### src/rtl/mem_stage_ctrl.sv
// Memory-stage controller: drives the data BRAM and the IO bus and produces the MEM/WB bundle.
// Optional: define MEM_MISALIGN_TRAP_EN to trap misaligned accesses (adds misalign_o).
module mem_stage_ctrl #(
  parameter int ADDR_W     = 14,
  parameter int IO_TIMEOUT = 255
) (
  input  logic              clk,
  input  logic              rst_n,
  input  logic              reg_write_i,
  input  logic              mem_or_io_to_reg_i,
  input  logic              mem_read_i,
  input  logic              mem_write_i,
  input  logic              io_read_i,
  input  logic              io_write_i,
  input  logic [1:0]        byte_or_word_i,
  input  logic              load_unsigned_i,
  input  logic [31:0]       alu_result_i,
  input  logic [31:0]       wdata_i,
  input  logic [4:0]        rd_i,
  output logic              dmem_en_o,
  output logic [3:0]        dmem_we_o,
  output logic [ADDR_W-1:0] dmem_addr_o,
  output logic [31:0]       dmem_wdata_o,
  input  logic [31:0]       dmem_rdata_i,
  output logic              io_req_o,
  output logic              io_we_o,
  output logic [31:0]       io_addr_o,
  output logic [31:0]       io_wdata_o,
  input  logic              io_ack_i,
  input  logic [31:0]       io_rdata_i,
  output logic              stall_o,
  output logic              wb_valid_o,
  output logic              wb_reg_write_o,
  output logic [4:0]        wb_rd_o,
  output logic [31:0]       wb_data_o,
  output logic              io_timeout_o
`ifdef MEM_MISALIGN_TRAP_EN
  ,output logic             misalign_o
`endif
);

  localparam int CNT_W = $clog2(IO_TIMEOUT + 1);

  typedef enum logic [1:0] {IDLE, MEM_RD, IO_WAIT} state_t;

  state_t           state_reg;
  logic [CNT_W-1:0] cnt_reg;
  logic [4:0]       rd_reg;
  logic [1:0]       size_reg;
  logic [1:0]       off_reg;
  logic             unsigned_reg;
  logic             to_reg_reg;
  logic             reg_write_reg;
  logic             write_reg;
  logic [31:0]      alu_reg;

  logic        is_io;
  logic        is_mem;
  logic        is_write;
  logic        trap;
  logic        timeout_hit;
  logic [1:0]  off;
  logic [3:0]  lanes;
  logic [31:0] store_data;

  // Sub-word extraction: shift the addressed lane down, then extend from its top bit.
  function automatic logic [31:0] extract(input logic [31:0] d, input logic [1:0] sz,
                                          input logic [1:0] o, input logic u);
    logic [31:0] s;
    s = d >> {o, 3'b000};
    if (sz[1]) return d;
    if (sz[0]) return {{16{s[15] & ~u}}, s[15:0]};
    return {{24{s[7] & ~u}}, s[7:0]};
  endfunction

  assign is_io       = io_read_i | io_write_i;
  assign is_mem      = !is_io && (mem_read_i | mem_write_i);
  assign is_write    = is_io ? io_write_i : mem_write_i;
  assign timeout_hit = (cnt_reg == CNT_W'(IO_TIMEOUT - 1));

`ifdef MEM_MISALIGN_TRAP_EN
  logic misaligned;
  assign misaligned = ((byte_or_word_i == 2'b01) && alu_result_i[0]) ||
                      (byte_or_word_i[1] && (alu_result_i[1:0] != 2'b00));
  assign trap = misaligned && (is_io || is_mem);
`else
  assign trap = 1'b0;
`endif

  // Lane offset with the low address bits dropped for halves and words.
  always_comb begin
    off        = alu_result_i[1:0];
    lanes      = 4'b1111;
    store_data = wdata_i;
    if (byte_or_word_i[1]) begin
      off = 2'b00;
    end else if (byte_or_word_i[0]) begin
      off        = {alu_result_i[1], 1'b0};
      lanes      = 4'b0011 << off;
      store_data = {2{wdata_i[15:0]}};
    end else begin
      lanes      = 4'b0001 << off;
      store_data = {4{wdata_i[7:0]}};
    end
  end

  assign dmem_en_o    = rst_n && (state_reg == IDLE) && is_mem && !trap;
  assign dmem_we_o    = (dmem_en_o && is_write) ? lanes : 4'b0000;
  assign dmem_addr_o  = alu_result_i[ADDR_W+1:2];
  assign dmem_wdata_o = store_data;

  // Stall drops in the completing cycle so upstream advances exactly once.
  always_comb begin
    stall_o = 1'b0;
    if (rst_n) begin
      if (state_reg == IDLE)
        stall_o = !trap && (is_io || (is_mem && !is_write));
      else if (state_reg == IO_WAIT)
        stall_o = !io_ack_i && !timeout_hit;
    end
  end

  always_ff @(posedge clk) begin
    if (!rst_n) begin
      state_reg      <= IDLE;
      cnt_reg        <= '0;
      rd_reg         <= '0;
      size_reg       <= '0;
      off_reg        <= '0;
      unsigned_reg   <= 1'b0;
      to_reg_reg     <= 1'b0;
      reg_write_reg  <= 1'b0;
      write_reg      <= 1'b0;
      alu_reg        <= '0;
      io_req_o       <= 1'b0;
      io_we_o        <= 1'b0;
      io_addr_o      <= '0;
      io_wdata_o     <= '0;
      wb_valid_o     <= 1'b0;
      wb_reg_write_o <= 1'b0;
      wb_rd_o        <= '0;
      wb_data_o      <= '0;
      io_timeout_o   <= 1'b0;
`ifdef MEM_MISALIGN_TRAP_EN
      misalign_o     <= 1'b0;
`endif
    end else begin
      wb_valid_o   <= 1'b0;
      io_timeout_o <= 1'b0;
`ifdef MEM_MISALIGN_TRAP_EN
      misalign_o   <= 1'b0;
`endif
      case (state_reg)
        IDLE: begin
          rd_reg        <= rd_i;
          size_reg      <= byte_or_word_i;
          off_reg       <= off;
          unsigned_reg  <= load_unsigned_i;
          to_reg_reg    <= mem_or_io_to_reg_i;
          reg_write_reg <= reg_write_i;
          write_reg     <= is_write;
          alu_reg       <= alu_result_i;
          if (trap) begin
            wb_valid_o     <= 1'b1;
            wb_reg_write_o <= 1'b0;
            wb_rd_o        <= rd_i;
            wb_data_o      <= '0;
`ifdef MEM_MISALIGN_TRAP_EN
            misalign_o     <= 1'b1;
`endif
          end else if (is_io) begin
            io_req_o   <= 1'b1;
            io_we_o    <= io_write_i;
            io_addr_o  <= {alu_result_i[31:2], off};
            io_wdata_o <= wdata_i;
            cnt_reg    <= '0;
            state_reg  <= IO_WAIT;
          end else if (is_mem && !is_write) begin
            state_reg <= MEM_RD;
          end else begin
            wb_valid_o     <= 1'b1;
            wb_reg_write_o <= is_mem ? 1'b0 : reg_write_i;
            wb_rd_o        <= rd_i;
            wb_data_o      <= alu_result_i;
          end
        end
        MEM_RD: begin
          wb_valid_o     <= 1'b1;
          wb_reg_write_o <= reg_write_reg;
          wb_rd_o        <= rd_reg;
          wb_data_o      <= to_reg_reg ? extract(dmem_rdata_i, size_reg, off_reg, unsigned_reg)
                                       : alu_reg;
          state_reg      <= IDLE;
        end
        IO_WAIT: begin
          if (io_ack_i || timeout_hit) begin
            io_req_o       <= 1'b0;
            io_we_o        <= 1'b0;
            wb_valid_o     <= 1'b1;
            wb_reg_write_o <= reg_write_reg && !write_reg;
            wb_rd_o        <= rd_reg;
            state_reg      <= IDLE;
            if (io_ack_i) begin
              wb_data_o <= (to_reg_reg && !write_reg)
                           ? extract(io_rdata_i, size_reg, off_reg, unsigned_reg) : alu_reg;
            end else begin
              wb_data_o    <= '0;
              io_timeout_o <= 1'b1;
            end
          end else begin
            cnt_reg <= cnt_reg + CNT_W'(1);
          end
        end
        default: state_reg <= IDLE;
      endcase
    end
  end

endmodule

### config.mk
export PLATFORM = sky130hd
export DESIGN_NAME = mem_stage_ctrl
export DESIGN_NICKNAME = d
export VERILOG_FILES = /design/src/rtl/mem_stage_ctrl.sv
export SDC_FILE = /design/constraint.sdc
export NUM_CORES = 1
export LEC_CHECK = 0
export ABC_AREA = 1
export ABC_CLOCK_PERIOD_IN_PS = 2100
export CORE_MARGIN = 1.5
export CORE_UTILIZATION = 47
export CTS_BUF_LIST = sky130_fd_sc_hd__clkbuf_8 sky130_fd_sc_hd__clkbuf_16
export DETAILED_ROUTE_END_ITERATION = 10
export PLACE_DENSITY = 0.89
export SYNTH_ARGS = -nofsm -noshare
export SYNTH_HDL_FRONTEND = slang
export SYNTH_SLANG_ARGS = --single-unit
### constraint.sdc
create_clock -name clk -period 2.1 [get_ports clk]
set_input_delay 0.21 -clock clk [delete_from_list [all_inputs] [get_ports clk]]
set_output_delay 0.21 -clock clk [all_outputs]
set_load 0.03 [all_outputs]
==> flow_metrics.py <==
metrics = {
    "logic_synthesis": {
        "ys.flop_type": "dfxtp_1",
        "synth_nets": 1588,
        "yosysUniqueCellTypes": 38,
        "synth_edf_count": 0,
        "avgSynthCellArea_um2": 6.42,
        "async_reset_ff_share_pct": 0,
        "ys_seq_elements": 161,
        "ys.warnings.count": 0,
        "netlist_area_um2": 9230,
        "synth_seq_area_share_pct": 34.9,
        "synthCells": 1437,
    },
    "power": {
        "power.net_switching_mw": 4.70,
        "seqPwrFrac_pct": 32.0,
        "swShare_pct": 39.7,
        "p_per_area_nw_per_um2": 903,
        "pwr-share-comb_pct": 41.7,
        "p_leak_nw": 5.45,
        "irDropWorstVdd_mv": 0.699,
        "intPower_mw": 7.14,
        "power_frac_clock_pct": 26.3,
    },
    "critical_path": {
        "r2r_end": "io_addr_o[30]",
        "crit_top_cell": "buf_12",
        "critical_path_class": "reg -> out",
        "rrSetupSlack_ns": 0.11,
        "cp_slowest_cell": "dfxtp_2",
        "path_max_fanout": 14,
        "endpoint_kind": "output port",
        "worstPathCellList": "inv_4 -> ha_4 -> clkinv_4 -> buf_6 -> buf_12 -> a211oi_2 -> buf_4 -> buf_12",
        "crit_required_ns": 1.89,
        "start_kind": "register",
        "cpPeakStageDelay_ns": 0.34,
        "rr_startpoint": "state_reg[0]",
        "reg2reg_depth": 7,
        "critical_path_arrival_ns": 1.95,
    },
    "layout": {
        "final_cell_mix": "350 x nand2_1, 278 x clkdlybuf4s50_1, 204 x a21oi_1",
        "fillCellCount": 1615,
        "layout_commonest_cell": "nand2_1",
        "syn2layout_area_growth_pct": 41.9,
        "nets": 1835,
        "multi_input_area_um2": 4930,
        "area.sequential_um2": 3230,
        "drive_above_1_share_pct": 10.3,
    },
    "route": {
        "drt_wl_total_um": 36500,
        "drtPass1Iterations": 6,
        "vias_per_cell": 5.63,
        "initialDrtViolationCount": 937,
        "drtAntennaViolNets": 0,
        "vias": 11100,
        "wire_per_inst_um": 18.6,
        "drc": 0,
    },
    "timing": {
        "skew_ns": 0.0109,
        "fin_crit_ns": 2.16,
        "relSlewSlack_pct": 55.4,
        "rsz0062_at_grt": "true",
        "tns_ns": -0.0609,
        "fmax_mhz": 463,
        "finalWorstSetupSlack_ns": -0.0609,
        "hold_ws_ns": 0.268,
        "final.period_utilization_pct": 103,
        "hold_viol": 0,
        "setup_viol": 1,
        "tightest_slew_ns": 0.668,
        "maxSlewViolCount": 0,
    },
    "hold_path": {
        "min_path_type": "in -> reg",
        "hold_start": "rst_n",
        "whs_endpoint": "io_we_o",
        "whs_path_depth": 4,
    },
    "floorplan": {
        "die-height_um": 143,
        "coreArea_um2": 19300,
        "rows": 51,
        "num_io_pins": 303,
        "die_w_um": 143,
        "start_util_pct": 47.8,
        "dieArea_um2": 20500,
    },
    "clocking": {
        "clock_sinks": 161,
        "path_clk_slew_ns": 0.06,
        "cts_buffers": 17,
        "clockBufferDepth": 2,
        "cts_max_level": 4,
        "insertion_delay_ns": 0.43,
        "cts_root_buf": "clkbuf_16",
        "cts_tree": "done",
    },
    "run_status": {
        "violations": "setup timing",
        "outcome": "complete, but fails checks",
    },
    "grt": {
        "grt_antenna_before_repair": 4,
        "grt_pass1_vias": 10400,
        "met2_usage_pct": 59.9,
        "grt_max_degree": 63,
        "grt-ovfl-total": 0,
        "met3_usage_pct": 8.65,
        "grt.met1_usage_pct": 39.8,
        "track_usage_pct": 34.8,
        "grt_most_used_layer": "met2",
        "grt_pass1_wl_um": 55000,
    },
    "job": {
        "max_cap_viol_count": 0,
    },
    "placed_design": {
        "place_congestion": 0.979,
        "io_buffers": 302,
        "dp_hpwl_um": 26400,
    },
}
==> metrics by stage <==
stage,util [%],worst slack [ns],std cells,total power [mW],instance area (um2)
detailed placement,64.0,-0.293,1927,8.54,12400
finish,67.8,-0.0609,1963,11.8,13100
floorplan,-,0.0429,1437,6.70,9240
global placement,64.0,-0.293,1927,8.44,12400
CTS,67.6,0.000534,1959,11.8,13100
global route,67.8,-0.0832,1963,12.4,13100
==> worst max path at each step <==
stage,to,slack (ns),from,cells after the start
4_1_cts,dmem_we_o[2],0.0005,state_reg[0],8
5_1_grt,stall_o,-0.08,state_reg[0],8
3_5_place_dp,dmem_we_o[2],-0.29,io_read_i,8
6_report,stall_o,-0.06,state_reg[0],8
3_3_place_gp,dmem_we_o[2],-0.29,io_read_i,8
2_1_floorplan,dmem_we_o[0],0.04,state_reg[0],7
==> cells by family (layout without fill, tap and decap cells) <==
| kind of cell | count (synthesis) | in the layout | synth area share, % |
|---|---|---|---|
| AOI/OAI and AO/OA | 455 | 455 | 26.9 |
| xor gates and xnor gates | 2 | 2 | 0.190 |
| adders and majority gates | 6 | 6 | 0.813 |
| buffers and inverters | 250 | 507 | 12.3 |
| DFF | 161 | 161 | 34.9 |
| other | 0 | 4 | 0 |
| and+or+nand+nor | 563 | 563 | 24.9 |
==> power groups by stage <==
stage / combinational (mW) / clock [mW] / sequential [mW]
2_1_floorplan: 2.29 / 0 / 4.41
3_3_place_gp: 4.63 / 0 / 3.81
3_5_place_dp: 4.71 / 0 / 3.83
4_1_cts: 4.85 / 3.13 / 3.78
5_1_grt: 5.28 / 3.26 / 3.83
6_report: 4.94 / 3.11 / 3.79
==> critical path, delay by kind of cell (launching register included) <==
family,cells,cell delay [ns]
fa+ha+maj,1,0.17
flops,1,0.34
buf+inv,6,0.72
compound gates,1,0.28
==> repair_timing <==
action | CTS | global route
buffers inserted | 1 | 0
endpoints found under the setup margin | 22 | 19
cloned | 2 | 0
pin swaps | 4 | 3
gates resized for setup | 13 | 10
hold buffers | 0 | 0
==> cells in the mapped netlist (7+ instances only) <==
master	instances	share of area, %
buf_4	27	2.2
a21oi_1	204	11
clkbuf_1	59	2.4
buf_1	9	0.37
or2_2	11	0.75
o211ai_1	9	0.73
a21oi_2	11	1.0
nand2_1	351	14
nor2_1	131	5.3
a211oi_1	33	2.7
buf_2	25	1.4
o2111ai_1	7	0.66
dfxtp_1	161	35
inv_1	116	4.7
inv_2	7	0.28
o21ai_1	12	0.65
nand3_1	38	2.1
o21ai_0	167	9.1
nand2_2	15	1.0
==> cell type report <==
type	count	area share (%)
Clock buffer	18	3.35
Inverter	125	3.73
Tap cell	265	2.53
Timing Repair Buffer	353	27.0
Clock inverter	11	1.01
Antenna cell	4	0.0764
Sequential cell	161	24.6
Multi-Input combinational cell	1026	37.7
==> routing by layer <==
metal	wire length, um	vias up
met5	0	-
met4	1820	0
met3	3580	122
met2	17400	686
met1	13700	5051
li1	-	5200
No activity file was read; power rests on OpenSTA's default activity.
